[config.mk]
export PLATFORM = sky130hd
export DESIGN_NAME = gray_conv_pipe
export DESIGN_NICKNAME = d
export VERILOG_FILES = /design/src/rtl/gray_conv_pkg.sv /design/src/rtl/gray_conv_stage.sv /design/src/rtl/gray_conv_pipe.sv
export SDC_FILE = /design/constraint.sdc
export NUM_CORES = 1
export LEC_CHECK = 0
export CAP_MARGIN = 20
export CORE_MARGIN = 2
export CORE_UTILIZATION = 30
export DETAILED_ROUTE_END_ITERATION = 8
export SYNTH_ARGS = -nofsm -noshare
export SYNTH_HDL_FRONTEND = slang
export SYNTH_SLANG_ARGS = --single-unit
[constraint.sdc]
create_clock -name clk -period 4.65 [get_ports clk]
set_clock_uncertainty 0.15 [all_clocks]
set_input_delay 0.93 -clock clk [delete_from_list [all_inputs] [get_ports clk]]
set_output_delay 0.93 -clock clk [all_outputs]
set_load 0.005 [all_outputs]
[src/rtl/gray_conv_pkg.sv]
// +--------------------------------------------------------------------------+
// | gray_conv_pkg : mode encodings, stats width and stage-split helper        |
// | Revision      : 1.0                                                       |
// +--------------------------------------------------------------------------+
`default_nettype none

package gray_conv_pkg;

  localparam logic MODE_B2G = 1'b0;
  localparam logic MODE_G2B = 1'b1;
  localparam int   STATS_W  = 16;

  function automatic int ceil_div(input int a, input int b);
    return (a + b - 1) / b;
  endfunction

endpackage

`default_nettype wire

[src/rtl/gray_conv_stage.sv]
// +--------------------------------------------------------------------------+
// | gray_conv_stage : one pipeline slot resolving an MSB-first Gray slice     |
// | Revision        : 1.0                                                     |
// +--------------------------------------------------------------------------+
`default_nettype none

module gray_conv_stage
  import gray_conv_pkg::*;
#(
  parameter int size   = 10,
  parameter int stages = 2,
  parameter int idx    = 0
) (
  input  logic            clk,
  input  logic            rst_n,
  input  logic            in_valid,
  input  logic            in_mode,
  input  logic [size-1:0] in_data,
  input  logic            load,
  output logic            out_valid,
  output logic            out_mode,
  output logic [size-1:0] out_data
);

  localparam int c_chunk = ceil_div(size, stages);
  localparam int c_hi    = size - 1 - idx * c_chunk;
  localparam int c_lo    = (size - (idx + 1) * c_chunk > 0) ? size - (idx + 1) * c_chunk : 0;

  logic            valid_q, valid_d;
  logic            mode_q, mode_d;
  logic [size-1:0] data_q, data_d;
  logic [size-1:0] w_conv;
  logic            w_run;

  // Bits above c_hi already hold results; bit c_hi+1 seeds the running XOR.
  always_comb begin
    w_conv = in_data;
    w_run  = 1'b0;
    if (in_mode == MODE_G2B) begin
      for (int i = size - 1; i >= 0; i--) begin
        if (i == c_hi + 1) begin
          w_run = in_data[i];
        end else if (i <= c_hi && i >= c_lo) begin
          w_run     = w_run ^ in_data[i];
          w_conv[i] = w_run;
        end
      end
    end else if (idx == 0) begin
      w_conv = in_data ^ (in_data >> 1);
    end
  end

  always_comb begin
    valid_d = valid_q;
    mode_d  = mode_q;
    data_d  = data_q;
    if (load) begin
      valid_d = in_valid;
      if (in_valid) begin
        mode_d = in_mode;
        data_d = w_conv;
      end
    end
  end

  always_ff @(posedge clk) begin
    if (!rst_n) begin
      valid_q <= 1'b0;
      mode_q  <= 1'b0;
      data_q  <= '0;
    end else begin
      valid_q <= valid_d;
      mode_q  <= mode_d;
      data_q  <= data_d;
    end
  end

  assign out_valid = valid_q;
  assign out_mode  = mode_q;
  assign out_data  = data_q;

endmodule

`default_nettype wire

[src/rtl/gray_conv_pipe.sv]
// +--------------------------------------------------------------------------+
// | gray_conv_pipe : valid/ready pipelined binary<->Gray converter            |
// | Optional stats counters enabled by GRAY_CONV_PIPE_STATS_EN. Revision 1.0  |
// +--------------------------------------------------------------------------+
`default_nettype none

module gray_conv_pipe
  import gray_conv_pkg::*;
#(
  parameter int size   = 10,
  parameter int stages = 2
) (
  input  logic               clk,
  input  logic               rst_n,
  input  logic               in_valid,
  output logic               in_ready,
  input  logic               mode,
  input  logic [size-1:0]    data_in,
  output logic               out_valid,
  input  logic               out_ready,
  output logic [size-1:0]    data_out,
  output logic               mode_out
`ifdef GRAY_CONV_PIPE_STATS_EN
  ,
  output logic [STATS_W-1:0] beat_cnt,
  output logic [STATS_W-1:0] stall_cnt
`endif
);

  logic [stages:0] w_valid;
  logic [stages:0] w_mode;
  logic [stages:0] w_ready;
  logic [size-1:0] w_data [stages+1];

  assign w_valid[0] = in_valid;
  assign w_mode[0]  = mode;
  assign w_data[0]  = data_in;

  // A slot may load when it is empty or everything downstream of it can shift.
  always_comb begin
    w_ready[stages] = out_ready;
    for (int k = stages - 1; k >= 0; k--) begin
      w_ready[k] = !w_valid[k+1] || w_ready[k+1];
    end
  end

  for (genvar k = 0; k < stages; k++) begin : g_stage
    gray_conv_stage #(
      .size   (size),
      .stages (stages),
      .idx    (k)
    ) u_stage (
      .clk       (clk),
      .rst_n     (rst_n),
      .in_valid  (w_valid[k]),
      .in_mode   (w_mode[k]),
      .in_data   (w_data[k]),
      .load      (w_ready[k]),
      .out_valid (w_valid[k+1]),
      .out_mode  (w_mode[k+1]),
      .out_data  (w_data[k+1])
    );
  end

  assign in_ready  = w_ready[0];
  assign out_valid = w_valid[stages];
  assign mode_out  = w_mode[stages];
  assign data_out  = w_data[stages];

`ifdef GRAY_CONV_PIPE_STATS_EN
  localparam logic [STATS_W-1:0] c_one = {{(STATS_W-1){1'b0}}, 1'b1};

  logic [STATS_W-1:0] beat_cnt_q, beat_cnt_d;
  logic [STATS_W-1:0] stall_cnt_q, stall_cnt_d;

  always_comb begin
    beat_cnt_d  = beat_cnt_q;
    stall_cnt_d = stall_cnt_q;
    if (out_valid && out_ready && beat_cnt_q != '1) beat_cnt_d = beat_cnt_q + c_one;
    if (out_valid && !out_ready && stall_cnt_q != '1) stall_cnt_d = stall_cnt_q + c_one;
  end

  always_ff @(posedge clk) begin
    if (!rst_n) begin
      beat_cnt_q  <= '0;
      stall_cnt_q <= '0;
    end else begin
      beat_cnt_q  <= beat_cnt_d;
      stall_cnt_q <= stall_cnt_d;
    end
  end

  assign beat_cnt  = beat_cnt_q;
  assign stall_cnt = stall_cnt_q;
`endif

endmodule

`default_nettype wire

Yosys cells after proc, flatten, opt, wreduce, memory -nomap -nowiden
Cells that the tools add are included.

Bits in registers: 24. Output and inout bits: 13.

Muxes and demuxes: 12. Bitwise gates (word level): 10. Reductions and logical operators: 6.

Operators by type and width (number): $mux 5 (3); $xor 10x9->10 (1); $mux 1 (9); $xor 1x1->1 (9); $reduce_and 2->1 (2); $logic_not 1->1 (2); $logic_or 1x1->1 (2).

Logic depth before layout (Yosys ltp)
Word-level depth: 11. Mapped depth: 6. Mapped depth without buffers: 4.

Modules after synthesis
Synthesis repeated with hierarchy kept, for this count alone.

Cell total of the unflattened synthesis: 132. Area total of the unflattened synthesis: 1144.8 um^2.

By module, submodules not included: gray_conv_stage at g_stage[0].u_stage (times used 1, cells each 68, area each 591.8 um^2, sequential area each 240.2 um^2); gray_conv_stage at g_stage[1].u_stage (times used 1, cells each 62, area each 539.3 um^2, sequential area each 240.2 um^2); gray_conv_pipe (times used 1, cells each 2, area each 13.8 um^2, sequential area each 0.0 um^2).

Least setup slack after synthesis
No wires, ideal clock.

Path kind: input -> output. Start: input port out_ready. End: output port in_ready. Data arrival time: 1119 ps. Setup slack: 2451 ps. Stages on the path: 1. Cell sequence: nand3b_1.

Longest elaborated chain between the ends: 2.

Ends and longest elaborated chain: start, declared (RTL line gray_conv_pipe.sv:20) `input logic out_ready,`; $logic_or 1x1->1 (2 in series) (RTL line gray_conv_pipe.sv:43) `w_ready[k] = !w_valid[k+1] || w_ready[k+1];`; end, declared (RTL line gray_conv_pipe.sv:16) `output logic in_ready,`.

Every way passes these cells.

Final worst setup path
Ends and elaborated chain as after synthesis.

==> metrics.md <==
| Metric | Value |
|---|---|
| Synth unique cells | `29` |
| Most common cell in the netlist | `dfxtp_1` |
| ANT nets after route | `0` |
| Hold_buf cts | `0` |
| Run status | `finished, final reports clean` |
| Bufs on Longest Clock Path | `2` |
| H-tree level count | `1` |
| RSZ-0062 raised after global routing | `false` |
| Seq/Total Area, Yosys | `0.422` |
| Cell Count, Final, Fillers Out | `between 200 and 250` |
| Chip Width | `65.6 um` |
| WL/cell | `10.3 um` |
| Critical Path RT | `roughly 3.6 ns` |
| Post-synthesis net count | `147` |
| Initial Util | `0.311` |
| Root buffer cell | `clkbuf_8` |
| Crit share post-route | `0.687` |
| Power Density | `between 200 and 300 nW/um^2` |
| Vias in the first global route | `between 800 and 900` |
| Synth Register Bits | `24` |
| # setup viols final | `0` |
| First-pass GRT wire length | `between 3000 and 4000 um` |
| Mean area per synthesized cell | `8.64 um^2` |
| Commonest cells post-synth | `dfxtp_1 (24), nand2_1 (17), nor2_1 (14)` |
| Area of the mapped netlist | `about 1100 um^2` |
| Min Tclk post-route | `approximately 3.2 ns` |
| Layout cells sized above 1 | `0.0323` |
| Power Total | `around 0.44 mW` |
| Fmax | `about 310 MHz` |
| Critical path launch point type | `input port` |
| # resized after CTS | `0` |
| Worst Path Arrival | `2.12 ns` |
| # DRC | `0` |
| CTS Buf Count | `3` |
| Worst setup EP type | `primary output` |
| FFs w/ async S/R, synth | `0` |
| Clock-pin slew on the worst setup and hold paths | `0.07 ns` |
| DP HPWL | `1600 um` |
| Crit-path max FO | `4` |
| Hold Path Class | `reg -> reg` |
| Fin Setup TNS | `0 ns` |
| Post-synth EDFFs | `0` |
| # IOs | `28` |
| Full die area | `roughly 4300 um^2` |
| Final WL | `roughly 2100 um` |
| Largest net degree at the start of global routing | `23` |
| Kind of critical path | `in -> out` |
| Area share of the largest cell type after synthesis | `0.422` |
| Max Cap Violations | `0` |
| Pleak | `about 0.52 nW` |
| Core area | `around 3700 um^2` |
| PnR worst setup slack | `1.45 ns` |
| Overall Global Routing Usage | `0.107` |
| Die Y-Extent | `~66 um` |
| Iteration-0 DRC Markers | `30` |
| Input/output buffers | `27` |
| Area Overhead vs Synth | `29.3%` |
| Area contributors post-synth | `dfxtp_1 (42%), xnor2_1 (9.2%), a211oi_1 (5.9%)` |
| Post-Place Cells | `200` |
| Via density | `roughly 4.6` |
| Core Util, Final | `0.403` |
| Max-slew headroom | `0.570` |
| Initial antenna violation count | `0` |
| Worst-Margin Slew | `0.644 ns` |
| Remaining Overflow, GRT | `0` |
| Nets | `between 150 and 200` |
| Row count | `22` |
| Hold Vio Cnt, Final | `0` |
| DR pass1 iterations | `4` |
| Final Wtd Congestion | `approximately 0.75` |
| Clk Latency, worst-skew pair | `about 0.26 ns` |
| Inserted Diodes | `0` |
| Max Slew Vio Count | `0` |
| Biggest area consumer among synthesized cells | `dfxtp_1` |
| Post-CTS setup buffer count | `0` |
| Via count | `between 900 and 1k` |
| Most common flop cell mapped by yosys | `dfxtp_1` |
| Peak VDD IR | `0.0000993 V` |
| YS warnings | `0` |
| CTS tree | `built` |
| Clock Sinks | `24` |
| Pre-CTS WS | `~1.5 ns` |
| Gate Count Post-Synth | `between 100 and 150` |
-- kinds of logic (layout without fill, tap and decap cells) --
logic type	after synthesis	after routing	synth area share
simple gates	48	48	0.200
compound gates	28	28	0.155
flops	24	24	0.422
xor+xnor	18	18	0.157
buf+inv	12	35	0.0494
mux	2	2	0.0176
-- placed cells by master, fill, tap and decap left out --
master / synthesis / final
a21oi_1: 12 / 12
or3_1: 1 / 1
xnor2_1: 12 / 12
inv_1: 5 / 5
nor4_1: 1 / 1
xnor3_1: 1 / 1
nand2b_1: 2 / 2
a211oi_1: 9 / 9
nand3b_1: 3 / 3
and3_1: 1 / 1
xnor2_2: 1 / 1
xor2_1: 4 / 4
nor2_1: 14 / 14
and4_1: 1 / 1
clkdlybuf4s50_1: 0 / 27
o32ai_1: 1 / 1
a21bo_2: 1 / 1
nand2_1: 17 / 17
nor2b_1: 5 / 5
a31oi_1: 1 / 1
dfxtp_1: 24 / 24
nor3_1: 1 / 1
a311oi_1: 1 / 1
clkbuf_8: 1 / 3
o21ai_0: 3 / 3
mux2i_1: 2 / 2
and2_1: 2 / 2
-- layer usage --
metal	GRT usage	vias up	routed length [um]
met5	0	-	0
met1	0.138	407	1060
li1	-	492	-
met3	0.0223	4	120
met2	0.155	27	861
met4	0.0807	0	57
-- registers in the layout, summed over array words and instances, names as in the netlist --
name                       cells
g_stage.u_stage.out_mode       2
g_stage.u_stage.out_valid      2
g_stage.u_stage.out_data      20
-- critical path, cell delays in order --
cell and delay (ns):
clkdlybuf4s50_1 0.46, nand3b_1 0.19, clkdlybuf4s50_1 0.53
-- through the flow --
stage / instance area, um^2 / hold slack, ns
after floorplan: 1140 / 0.281
after global placement: 1430 / 0.296
after detailed placement: 1430 / 0.300
after CTS: 1470 / 0.312
after global routing: 1470 / 0.329
final: 1470 / 0.310
-- power breakdown --
group	internal (mW)	switching [mW]
Clock	0.0579	0.0603
Sequential	0.219	0.0106
Combinational	0.0505	0.0391
Total	0.327	0.110
-- path summary, 6_finish.rpt --
check | start | end | slack [ns] | cells past startpoint
max reg2reg | g_stage[0].u_stage.out_data[5]$_SDFFE_PN0P_ | g_stage[1].u_stage.out_data[0]$_SDFFE_PN0P_ | 2.92 | 4
min | g_stage[0].u_stage.out_data[8]$_SDFFE_PN0P_ | g_stage[1].u_stage.out_data[8]$_SDFFE_PN0P_ | 0.31 | 2
min reg2reg | g_stage[0].u_stage.out_data[8]$_SDFFE_PN0P_ | g_stage[1].u_stage.out_data[8]$_SDFFE_PN0P_ | 0.31 | 2
max | out_ready | in_ready | 1.45 | 3
-- cell type report --
cell class / count / area (um^2)
fillers: 408 / 2190
multi-input cells: 96 / 603
flip-flops and latches: 24 / 480
repair buffers: 27 / 270
well taps: 48 / 60.1
clock buffers: 3 / 41.3
inverters: 5 / 18.8
Note: power is estimated with default switching activity, not from simulation.
